`src/rtl/decode_issue_if.sv`:
```
// Decode/issue bundle: ID-stage instruction fields, write-back port and the hazard outputs.
// valid/ready contract: an instruction is held while id_valid=1; it advances exactly in a cycle with id_issue=1.
interface decode_issue_if #(
  parameter int STALL_CW = 16
);
  logic                id_valid;
  logic [4:0]          id_rs;
  logic [4:0]          id_rt;
  logic                id_uses_rs;
  logic                id_uses_rt;
  logic                id_writes;
  logic [4:0]          id_dst;
  logic                id_is_mul;
  logic                id_flush;
  logic                wb_valid;
  logic [4:0]          wb_reg;
  logic                id_stall;
  logic                id_issue;
  logic                mul_start;
  logic                mul_busy;
  logic [31:0]         sb_pending;
  logic [STALL_CW-1:0] stall_cnt;
  logic                dbg_state;

  modport master (
    output id_valid, id_rs, id_rt, id_uses_rs, id_uses_rt, id_writes, id_dst,
           id_is_mul, id_flush, wb_valid, wb_reg,
    input  id_stall, id_issue, mul_start, mul_busy, sb_pending, stall_cnt, dbg_state
  );

  modport slave (
    input  id_valid, id_rs, id_rt, id_uses_rs, id_uses_rt, id_writes, id_dst,
           id_is_mul, id_flush, wb_valid, wb_reg,
    output id_stall, id_issue, mul_start, mul_busy, sb_pending, stall_cnt, dbg_state
  );
endinterface

```
`src/rtl/decode_issue_ctrl.sv`:
```
// Decode-stage issue/hazard controller: register scoreboard, RAW/structural stall, Booth mul sequencing.
// Optional HAZ_WB_BYPASS_EN: write-through register file, a source being written back this cycle is not a hazard.
module decode_issue_ctrl #(
  parameter int MUL_CYCLES = 32,
  parameter int STALL_CW   = 16
) (
  input logic          clk,
  input logic          rst_n,
  decode_issue_if.slave bus
);
  localparam int CW = (MUL_CYCLES > 2) ? $clog2(MUL_CYCLES) : 1;
  localparam logic [CW-1:0] CNT_LOAD = CW'(MUL_CYCLES - 1);

  typedef enum logic {S_RUN = 1'b0, S_MUL = 1'b1} state_t;

  state_t              state_q, state_d;
  logic [CW-1:0]       cnt_q, cnt_d;
  logic [31:0]         sb_q, sb_d;
  logic [STALL_CW-1:0] stall_cnt_q;
  logic                rs_pend, rt_pend;
  logic                raw_hit, struct_hit, stall, issue;

  always_comb begin
`ifdef HAZ_WB_BYPASS_EN
    rs_pend = sb_q[bus.id_rs] & ~(bus.wb_valid & (bus.wb_reg == bus.id_rs));
    rt_pend = sb_q[bus.id_rt] & ~(bus.wb_valid & (bus.wb_reg == bus.id_rt));
`else
    rs_pend = sb_q[bus.id_rs];
    rt_pend = sb_q[bus.id_rt];
`endif
  end

  // sb_q[0] is held at zero, so reads of $0 never see a pending write.
  assign raw_hit    = bus.id_valid & ((bus.id_uses_rs & rs_pend) | (bus.id_uses_rt & rt_pend));
  assign struct_hit = bus.id_valid & bus.id_is_mul & (state_q == S_MUL);

  // Gated by rst_n so the combinational strobes drop together with the registers on reset.
  assign stall = rst_n & (raw_hit | struct_hit) & ~bus.id_flush;
  assign issue = rst_n & bus.id_valid & ~(raw_hit | struct_hit) & ~bus.id_flush;

  assign bus.id_stall   = stall;
  assign bus.id_issue   = issue;
  assign bus.mul_start  = issue & bus.id_is_mul;
  assign bus.mul_busy   = (state_q == S_MUL);
  assign bus.sb_pending = sb_q;
  assign bus.stall_cnt  = stall_cnt_q;
  assign bus.dbg_state  = state_q;

  // Clear first, then set, so a same-cycle issue to the written-back register stays pending.
  always_comb begin
    sb_d = sb_q;
    if (bus.wb_valid) sb_d[bus.wb_reg] = 1'b0;
    if (issue && bus.id_writes && (bus.id_dst != 5'd0)) sb_d[bus.id_dst] = 1'b1;
    sb_d[0] = 1'b0;
  end

  always_comb begin
    state_d = state_q;
    cnt_d   = cnt_q;
    case (state_q)
      S_RUN: begin
        if (bus.mul_start) begin
          state_d = S_MUL;
          cnt_d   = CNT_LOAD;
        end
      end
      S_MUL: begin
        if (cnt_q == '0) state_d = S_RUN;
        else             cnt_d   = cnt_q - 1'b1;
      end
      default: begin
        state_d = S_RUN;
        cnt_d   = '0;
      end
    endcase
  end

  always_ff @(posedge clk or negedge rst_n) begin
    if (!rst_n) begin
      state_q     <= S_RUN;
      cnt_q       <= '0;
      sb_q        <= '0;
      stall_cnt_q <= '0;
    end else begin
      state_q <= state_d;
      cnt_q   <= cnt_d;
      sb_q    <= sb_d;
      if (stall && (stall_cnt_q != {STALL_CW{1'b1}})) stall_cnt_q <= stall_cnt_q + 1'b1;
    end
  end
endmodule

```
`src/flat_wrapper.sv`:
```
// flat-port wrapper written by rule: the top's interface ports become plain ports
module decode_issue_ctrl_flat 
#(
  parameter int MUL_CYCLES = 32,
  parameter int STALL_CW   = 16
)
  (clk, rst_n, bus_id_valid, bus_id_rs, bus_id_rt, bus_id_uses_rs, bus_id_uses_rt, bus_id_writes, bus_id_dst, bus_id_is_mul, bus_id_flush, bus_wb_valid, bus_wb_reg, bus_id_stall, bus_id_issue, bus_mul_start, bus_mul_busy, bus_sb_pending, bus_stall_cnt, bus_dbg_state);
  decode_issue_if #(.STALL_CW(STALL_CW)) bus_i ();
  input logic clk;
  input logic rst_n;
  input wire logic [$bits(bus_i.id_valid)-1:0] bus_id_valid;
  input wire logic [$bits(bus_i.id_rs)-1:0] bus_id_rs;
  input wire logic [$bits(bus_i.id_rt)-1:0] bus_id_rt;
  input wire logic [$bits(bus_i.id_uses_rs)-1:0] bus_id_uses_rs;
  input wire logic [$bits(bus_i.id_uses_rt)-1:0] bus_id_uses_rt;
  input wire logic [$bits(bus_i.id_writes)-1:0] bus_id_writes;
  input wire logic [$bits(bus_i.id_dst)-1:0] bus_id_dst;
  input wire logic [$bits(bus_i.id_is_mul)-1:0] bus_id_is_mul;
  input wire logic [$bits(bus_i.id_flush)-1:0] bus_id_flush;
  input wire logic [$bits(bus_i.wb_valid)-1:0] bus_wb_valid;
  input wire logic [$bits(bus_i.wb_reg)-1:0] bus_wb_reg;
  output wire logic [$bits(bus_i.id_stall)-1:0] bus_id_stall;
  output wire logic [$bits(bus_i.id_issue)-1:0] bus_id_issue;
  output wire logic [$bits(bus_i.mul_start)-1:0] bus_mul_start;
  output wire logic [$bits(bus_i.mul_busy)-1:0] bus_mul_busy;
  output wire logic [$bits(bus_i.sb_pending)-1:0] bus_sb_pending;
  output wire logic [$bits(bus_i.stall_cnt)-1:0] bus_stall_cnt;
  output wire logic [$bits(bus_i.dbg_state)-1:0] bus_dbg_state;
  assign bus_i.id_valid = bus_id_valid;
  assign bus_i.id_rs = bus_id_rs;
  assign bus_i.id_rt = bus_id_rt;
  assign bus_i.id_uses_rs = bus_id_uses_rs;
  assign bus_i.id_uses_rt = bus_id_uses_rt;
  assign bus_i.id_writes = bus_id_writes;
  assign bus_i.id_dst = bus_id_dst;
  assign bus_i.id_is_mul = bus_id_is_mul;
  assign bus_i.id_flush = bus_id_flush;
  assign bus_i.wb_valid = bus_wb_valid;
  assign bus_i.wb_reg = bus_wb_reg;
  assign bus_id_stall = bus_i.id_stall;
  assign bus_id_issue = bus_i.id_issue;
  assign bus_mul_start = bus_i.mul_start;
  assign bus_mul_busy = bus_i.mul_busy;
  assign bus_sb_pending = bus_i.sb_pending;
  assign bus_stall_cnt = bus_i.stall_cnt;
  assign bus_dbg_state = bus_i.dbg_state;
  decode_issue_ctrl #(.MUL_CYCLES(MUL_CYCLES), .STALL_CW(STALL_CW)) u_core (.clk(clk), .rst_n(rst_n), .bus(bus_i));
endmodule
```
`config.mk`:
```
export PLATFORM = sky130hd
export DESIGN_NAME = decode_issue_ctrl_flat
export DESIGN_NICKNAME = d
export VERILOG_FILES = /design/src/rtl/decode_issue_if.sv /design/src/rtl/decode_issue_ctrl.sv /design/src/flat_wrapper.sv
export SDC_FILE = /design/constraint.sdc
export NUM_CORES = 1
export LEC_CHECK = 0
export ABC_AREA = 0
export CORE_ASPECT_RATIO = 0.6
export CORE_MARGIN = 2
export CORE_UTILIZATION = 50
export DETAILED_ROUTE_END_ITERATION = 16
export GPL_TIMING_DRIVEN = 0
export PLACE_DENSITY = 0.93
export SYNTH_ARGS = -nofsm -noshare
export SYNTH_HDL_FRONTEND = slang
export SYNTH_SLANG_ARGS = --single-unit
```
`constraint.sdc`:
```
create_clock -name clk -period 12.31 [get_ports clk]
set_input_delay 3.693 -clock clk [delete_from_list [all_inputs] [get_ports clk]]
set_output_delay 3.693 -clock clk [all_outputs]
set_load 0.1 [all_outputs]
```
**Word-level counts from Yosys, hierarchy flattened**

Index checks and enable logic that the tools add are counted.

- Flip-flop bits (word level): 53
- Output and inout bits: 53
- Input port bits: 29
- Logic and storage cells: 58

- Eq/ne operators: 3
- Reductions and logical operators: 8
- Multiplexer cells: 16
- Bitwise operators: 19
- Add/sub/neg operators: 2
- Order comparisons: 6

Operator list:

| cell | count |
|---|---|
| 2-to-1 mux 32 bit | 2 |
| AND 32 bit | 1 |
| NOT 32 bit | 1 |
| bitwise OR 32 bit | 1 |
| less-than comparator 5 x 6 -> 1 bit (second input constant) | 4 |
| adder 16 x 1 -> 16 bit (second input constant) | 1 |
| inequality test 16 bit (second input constant) | 1 |
| AND 1 bit | 11 |
| binary-select mux 1 bit (select 5 bit) | 2 |
| demux 1 bit (select 5 bit) | 2 |
| >= comparator 5 x 1 -> 1 bit (second input constant) | 2 |
| 2-to-1 mux 5 bit | 2 |
| case mux 5 bit (2 select lines) | 1 |
| 2-to-1 mux 1 bit | 6 |
| logical AND 1 bit | 5 |
| logical NOT 5 bit | 1 |
| nonzero test 5 bit | 1 |
| subtractor 5 x 1 -> 5 bit (second input constant) | 1 |
| inequality test 2 bit (second input constant) | 2 |
| NOT 1 bit | 3 |
| bitwise OR 1 bit | 2 |
| case mux 1 bit (2 select lines) | 1 |
| AND reduction 2 bit | 1 |

**Logic depth before layout (Yosys ltp)**

- Depth after elaboration: 12
- Gate-level depth with buffers: 9
- Depth with buffers taken out: 7

**Worst setup path after synthesis**

No wires, ideal clock.

- Path kind: input -> output
- Start: in bus_id_rt[1]
- End: out bus_id_issue
- Buffers on the path: 2
- Path slack: 1.994 ns
- Arrival time: 6.623 ns
- Stages on the path: 8
- Cell sequence: buf_4 mux4_2 mux2_2 or3_1 nand4_1 nand3_2 clkbuf_1 nor2_1

- Cells in the longest elaborated chain, start to end: 9

Ends and longest elaborated chain:

| element | RTL line | RTL |
|---|---|---|
| from (decl) | flat_wrapper.sv:13 | `input wire logic [$bits(bus_i.id_rt)-1:0] bus_id_rt;` |
| binary-select mux 1 bit (select 5 bit) | decode_issue_ctrl.sv:29 | `rt_pend = sb_q[bus.id_rt];` |
| 2-to-1 mux 1 bit (not written as such) | decode_issue_ctrl.sv:29 |  |
| AND 1 bit | decode_issue_ctrl.sv:34 | `assign raw_hit = bus.id_valid & ((bus.id_uses_rs & rs_pend) \| (bus.id_uses_rt & rt_pend));` |
| bitwise OR 1 bit | decode_issue_ctrl.sv:34 |  |
| AND 1 bit | decode_issue_ctrl.sv:34 |  |
| bitwise OR 1 bit | decode_issue_ctrl.sv:39 | `assign issue = rst_n & bus.id_valid & ~(raw_hit \| struct_hit) & ~bus.id_flush;` |
| NOT 1 bit | decode_issue_ctrl.sv:39 |  |
| AND 1 bit (2 in series) | decode_issue_ctrl.sv:39 |  |
| to (decl) | flat_wrapper.sv:23 | `output wire logic [$bits(bus_i.id_issue)-1:0] bus_id_issue;` |

No other way between the ends. The select of a mux whose other input is x is not followed.

**Worst setup path in the final report**

- Start: in bus_id_rt[2]
- End: out bus_id_issue

The elaborated chain is that of the path after synthesis.

==> impl_metrics.py <==
metrics = {
    "floorplan": {
        "initial_utilization": 0.527,
        "core_sq_mm": 0.00568,
        "floorplan.rows": 21,
        "io_pins": 82,
        "die_width_um": 104,
        "die-area_sq_mm": 0.00664,
        "die_h_um": 63.9,
    },
    "timing": {
        "tightest_slew_ns": 1.02,
        "finalHoldViolations": 0,
        "timing.fmax_ghz": 0.0899,
        "maxSlewViolCount": 0,
        "fin_crit_sh": 0.903,
        "finalSetupTns_ns": 0,
        "max-slew-margin-rel": 0.318,
        "rsz0062_at_grt": "no",
        "period_minus_slack_ns": 11.12,
        "fin_skew_ns": 0.0124,
        "whs_ns": 0.503,
        "setup_violations": 0,
    },
    "critical_path": {
        "path_class": "input pin to output port",
        "path_cells": "clkdlybuf4s50_1 -> mux4_2 -> mux2_2 -> or3_1 -> nand4_1 -> nand3_2 -> clkbuf_1 -> nor2_1 -> clkdlybuf4s50_1",
        "critical_path.max_fanout": 10,
        "cpMostUsedCell": "clkdlybuf4s50_1",
        "worstPathRequired_ns": 8.62,
        "slowest_stage": "clkdlybuf4s50_1",
        "end_kind": "output port",
        "critical-path-top-delay-family": "buffers and inverters",
        "cpPeakStageDelay_ns": 1.16,
        "arrival_ns": 7.43,
        "start_kind": "input pin",
        "crit_buf_inv": 3,
    },
    "clock_tree": {
        "hold_buffers": 0,
        "cts-root-buf": "clkbuf_8",
        "clockBufferDepth": 2,
        "post_cts_buffers": 0,
        "htreeDepth": 2,
        "cts_made_buffers": 5,
        "cts_tree": "done",
        "cts_resized": 0,
        "cts_sinks": 53,
        "cts.clk_slew.worst_paths_ns": 0.10,
        "clkLatencyLatePin_ns": 0.32,
    },
    "synth": {
        "yosys.area.top_type_share": 0.443,
        "muxShareOfSynthArea": 0.147,
        "synth_area_leader_cell": "dfrtp_1",
        "synthTopCellsByArea": "dfrtp_1 (44%), mux4_2 (11%), o21ai_0 (6.0%)",
        "yosysWarnings": 0,
        "synth-xor-area-share": 0.0468,
        "syn_inst": 287,
        "synth-seq-area-share": 0.443,
        "synth-simple-area-share": 0.178,
        "synth_compound_area_frac": 0.146,
        "synth-seq-cells": 53,
        "synth_cell_types": 39,
        "synth_area_sq_mm": 0.00299,
        "synthAdderAreaFrac": 0.0125,
        "syn_nets": 319,
        "syn_avg_cell_area_sq_um": 10.4,
        "synth_top_family_by_area": "simple AND/OR/NAND/NOR gates",
    },
    "detailed_routing": {
        "drc": 0,
        "drt_iter0_drc": 418,
        "vias": 2917,
        "firstDrtPassIters": 7,
        "route.detailed.wl_per_inst_um": 20.0,
        "postRouteAntennaNets": 0,
        "viasPerCell": 6.47,
        "wirelength_mm": 9.04,
    },
    "layout": {
        "nNetsFinal": 402,
        "final_area_sq_mm": 0.00395,
        "diodes": 0,
        "area_delta_synth_final_pct": 32.0,
        "fill_cells": 423,
        "drive_above_1_share": 0.102,
    },
    "grt": {
        "grt-busiest-layer": "met2",
        "grt_pass1_vias": 2717,
        "use_met1": 0.397,
        "grt_use_met2": 0.406,
        "grt_pass1_wl_mm": 14.3,
        "grt_start_max_net_pins": 42,
        "grtUsageTotal": 0.278,
        "gr-usage-met3": 0.0796,
        "antenna_found_initial": 0,
        "grt_remaining_overflow": 0,
    },
    "power_and_ir_drop": {
        "p_per_area_mw_per_mm2": 141,
        "p_total_mw": 0.556,
        "peakVddDrop_uv": 181,
        "leakage_nw": 1.55,
    },
    "run_status": {
        "outcome": "complete, no violations",
    },
    "hold_path": {
        "hold_class": "register to register",
    },
    "run": {
        "maxCapViolations": 0,
    },
    "placement": {
        "gp_routability_congestion": 0.909,
        "placed_cell_area_sq_mm": 0.00386,
        "port_buffers": 75,
        "hpwl_mm": 6.60,
    },
}
-- cells in the mapped netlist, drive strengths merged --
cell type and instances:
or3 3, mux4 14, a21oi 2, nand2 13, ha 3, o31ai 8
clkbuf 7, nand4 9, a221oi 1, nand3b 10, nor4 1, a22oi 3
mux2i 9, xnor2 15, dfrtp 53, nor3 3, and2 1, nand3 15
o21ai 59, or2 1, xor2 1, inv 6, mux2 3, nor4b 1
nor2 15, conb 1, a31oi 5, buf 4, nor3b 1, and3 8
o211ai 1, or4b 2, or3b 3, nor2b 2, nand4b 4
-- final timing paths --
check	from	to	slack, ns	cells after the start
max in group asynchronous	rst_n	u_core.bus.stall_cnt[3]$_DFFE_PN0P_	8.52	2
hold / removal	u_core.bus.stall_cnt[10]$_DFFE_PN0P_	u_core.bus.stall_cnt[10]$_DFFE_PN0P_	0.50	1
setup / recovery	bus_id_rt[2]	bus_id_issue	1.19	9
min in group asynchronous	rst_n	u_core.bus.sb_pending[10]$_DFF_PN0_	3.26	1
hold reg to reg	u_core.bus.stall_cnt[10]$_DFFE_PN0P_	u_core.bus.stall_cnt[10]$_DFFE_PN0P_	0.50	1
setup reg to reg	u_core.bus.sb_pending[22]$_DFF_PN0_	u_core.bus.sb_pending[30]$_DFF_PN0_	9.43	7
-- layout make-up --
class,count,area [sq um],share of cell area
Buffer,11,53.8,0.0136
Clock buffer,5,68.8,0.0174
Clock inverter,3,22.5,0.00570
Inverter,6,22.5,0.00570
Multi-Input combinational cell,217,1590,0.402
Sequential cell,53,1330,0.336
Tap cell,80,100,0.0253
Timing Repair Buffer,76,766,0.194
-- where the power goes --
| part | internal (mW) | switching (mW) | leakage (nW) | total (mW) |
|---|---|---|---|---|
| clock | 0.0400 | 0.0606 | 0.0364 | 0.101 |
| combinational | 0.0663 | 0.170 | 0.798 | 0.236 |
| sequential | 0.194 | 0.0246 | 0.715 | 0.219 |
-- state kept, by name, summed over array words and instances (netlist names) --
name / count
u_core.bus.sb_pending: 31
u_core.cnt_q: 5
u_core.bus.stall_cnt: 16
u_core.bus.dbg_state: 1
-- cells in the final DEF, fill, tap and decap left out, types with 10 or more instances in the layout --
master           instances
clkdlybuf4s50_1         74
nand3b_1                10
o21ai_1                 23
dfrtp_1                 53
o21ai_0                 36
nor2_1                  15
nand2_1                 13
nand3_1                 14
mux4_2                  14
xnor2_1                 15
-- metal layers --
layer,routed length [um],up-vias
met4,136,0
met2,4030,236
met1,3760,1414
met5,0,-
li1,-,1249
met3,1100,18
-- cells by family after synthesis --
| group | count (synthesis) |
|---|---|
| AO/OA/AOI/OAI | 79 |
| XOR/XNOR | 16 |
| adder cells (fa/ha/maj) | 3 |
| buffers and inverters | 17 |
| flip-flops | 53 |
| multiplexers | 26 |
| other | 1 |
| AND/OR/NAND/NOR | 92 |
-- through the flow --
stage	setup WS, ns	instances	utilization
6_report	1.19	451	0.696
5_1_grt	1.10	451	0.696
4_1_cts	1.26	451	0.696
3_5_place_dp	1.30	443	0.680
3_3_place_gp	0.495	442	0.677
2_1_floorplan	1.99	287	-
Note: power is estimated with default switching activity, not from simulation.
==> RTL change (config.mk and constraints unchanged) <==
`MUL_CYCLES` is set to 32 in 2 places; all go to 128.
--- a/src/rtl/decode_issue_ctrl.sv
+++ b/src/rtl/decode_issue_ctrl.sv
@@ -3,3 +3,3 @@
 module decode_issue_ctrl #(
-  parameter int MUL_CYCLES = 32,
+  parameter int MUL_CYCLES = 128,
   parameter int STALL_CW   = 16
--- a/src/flat_wrapper.sv
+++ b/src/flat_wrapper.sv
@@ -3,3 +3,3 @@
 #(
-  parameter int MUL_CYCLES = 32,
+  parameter int MUL_CYCLES = 128,
   parameter int STALL_CW   = 16
Function: no difference found for any inputs over 10 cycles, from zero or initial values and one cycle with rst_n low; that may be too few to reach the edited logic, so the function may still have changed.
==> RTL change against the unedited design <==
- via count down 2.1%
- wire length down 1.3%
- critical endpoint is now bus_mul_start
- total power down 16%
- sequential cell count up 2
- design area up 4.2%
- sequential power down 8%
- setup slack better by 260 ps
- highest routed layer unchanged
- synthesized area up 4.3%
==> RTL change: results (changes against the unedited design) <==
Global routing:
- The pin count of the biggest net entering global routing is 43 (+2.4%).
- The number of global-route vias before repair is 2,723 (+0.22%).
- The global-route usage over all layers is 0.270 (-0.00852).
- The wire length of the first global-routing pass is 14.2 mm (-0.20%).

Power:
- The power drawn by the combinational cells came to 0.000142 W (-40%).
- The leakage power is 1.70 nW (+9.7%).
- The worst vdd rail ir drop is 0.0592 mV (-67%).
- The portion of total power attributed to the clock network was 0.267 (+0.086).
- The switching portion of total power came to 0.380 (-0.0792).
- The cell area power density is 114 nW/um^2 (-19%).

Routing:
- The aggregate routed wire length is 8.92 mm (-1.3%).
- The number of DRC markers after the initial detailed-route iteration is 255 (-39%).
- The first-pass iteration count of the detailed router came to 5 (-2).
- The total number of vias is 2,857 (-2.1%).
- The ratio of routed vias to standard cells was 6.08 (-6.0%).

Worst hold path:
- The tightest min-delay check is of the reg -> reg type.

CTS:
- The cell sitting at the root of the clock tree is a clkbuf_8.
- The number of gates resized after cts came to 0 (unchanged).
- The H-tree depth reported by CTS is 2 (unchanged).
- The worst-case clock buffer depth is 2 (unchanged).
- After clock tree synthesis, the clock-pin slew on the worst setup and hold paths is 110 ps.
- The CTS buffer count is 5 (unchanged).

Synth:
- The gate count after technology mapping is 301 (+4.9%).
- The net count after synthesis is 332 (+4.1%).
- Yosys attributes the largest share of cell area to dfrtp_1, o21ai_0, mux4_2, xor2_1, mux2i_1.
- The sequential fraction of the synthesis area is 0.441 (-0.00209).
- The total number of yosys warnings was 0 (unchanged).
- The post-synthesis cell type count is 47 (+21%).
- The commonest cells after synthesis are o21ai_0, dfrtp_1, nand2_1.

Setup path:
- The register-to-register path setup slack is 9650 ps (+220 ps).
- The end of the critical path is bus_mul_start.
- The worst register-to-register path ends at u_core.bus.sb_pending[14].
- The arrival time of data at the critical path endpoint is 7170 ps (-260 ps).
- The maximum cell stage delay along the critical path is 1120 ps (-40 ps).
- The largest fanout on the critical path is 9 (-1).
- The cell with the largest stage delay on the worst path is clkdlybuf4s50_1.
- The startpoint identified for the worst register-to-register timing path is u_core.bus.sb_pending[27].
- The critical path starts at bus_id_rt[3].
- The depth of the most critical reg-to-reg path came to 8 (+1).

Layout:
- The number of nets in the final layout came to 416 (+3.5%).
- The fraction of layout instances using a drive strength above 1 came to 0.127 (+0.0245).
- The flip-flop count of the largest register, all copies and words added is 31 (unchanged).
- The final antenna diode count came to 0 (unchanged).

Placed design:
- The count of buffers inserted at the top-level ports came to 76 (+1.3%).
- The cell area after placement is 4000 um^2 (+3.7%).
- The half-perimeter wire length after placement was 6.71 mm (+1.7%).
- The number of placed instances, taps included is 462 (+4.3%).
- The worst setup slack before clock tree synthesis came to 1500 ps (+200 ps).
- The final weighted congestion of routability-driven global placement is 0.972 (+6.9%).

STA:
- The post-layout worst setup margin is 1450 ps (+257 ps).
- The transition time at the pin with the least slew margin is 1010 ps (-11.7 ps).
- The final setup skew is 15.8 ps (+3.37 ps).

Run status:
- The flow ran to the end, and the final reports show no timing, DRC or antenna violations.
RTL change: changes by cell type after synthesis, sizes merged, moves of 6 or more:
cell / unedited run / this run
xor2: 1 / 13
and3: 8 / 2
xnor2: 15 / 6
o31ai: 8 / 0
nand2: 13 / 19
o21ai: 59 / 68
nand4: 9 / 3
RTL change: final cells by class:
type                    instances  area (um^2)
plain buffers                  13          103
repair buffers                 77          776
flip-flops and latches         55         1380
fillers                       474         1970
inverters                      11         41.3
clock buffers                   5         68.8
clock inverters                 3         46.3
well taps                      84          105
multi-input cells             222         1600
RTL change: worst min-delay path by stage:
stage | from | endpoint | slack, ps | cells after the start
2_1_floorplan | u_core.cnt_q[6] | u_core.cnt_q[6] | 490 | 2
3_3_place_gp | u_core.bus.stall_cnt[6] | u_core.bus.stall_cnt[6] | 490 | 1
3_5_place_dp | u_core.bus.stall_cnt[15] | u_core.bus.stall_cnt[15] | 490 | 1
4_1_cts | u_core.bus.stall_cnt[15] | u_core.bus.stall_cnt[15] | 500 | 1
5_1_grt | u_core.bus.stall_cnt[15] | u_core.bus.stall_cnt[15] | 520 | 1
6_report | u_core.bus.stall_cnt[9] | u_core.bus.stall_cnt[9] | 500 | 1
RTL change: kinds of logic (layout without fill, tap and decap cells):
kind of cell               count (synthesis)  after routing  share of synthesized area
xor gates and xnor gates                  19             19                     0.0533
other                                      1              1                    0.00120
muxes                                     25             25                      0.132
adders and majority gates                  2              2                    0.00802
DFF                                       55             55                      0.441
and+or+nand+nor                           92             92                      0.172
AOI/OAI and AO/OA                         83             83                      0.146
buffers and inverters                     24            109                     0.0461
RTL change: per-layer routing:
layer	vias up	track usage	wire length [um]
li1	1283	-	-
met1	1386	0.395	3950
met2	177	0.404	3890
met3	11	0.0694	984
met4	0	0.0641	94
met5	-	0	0
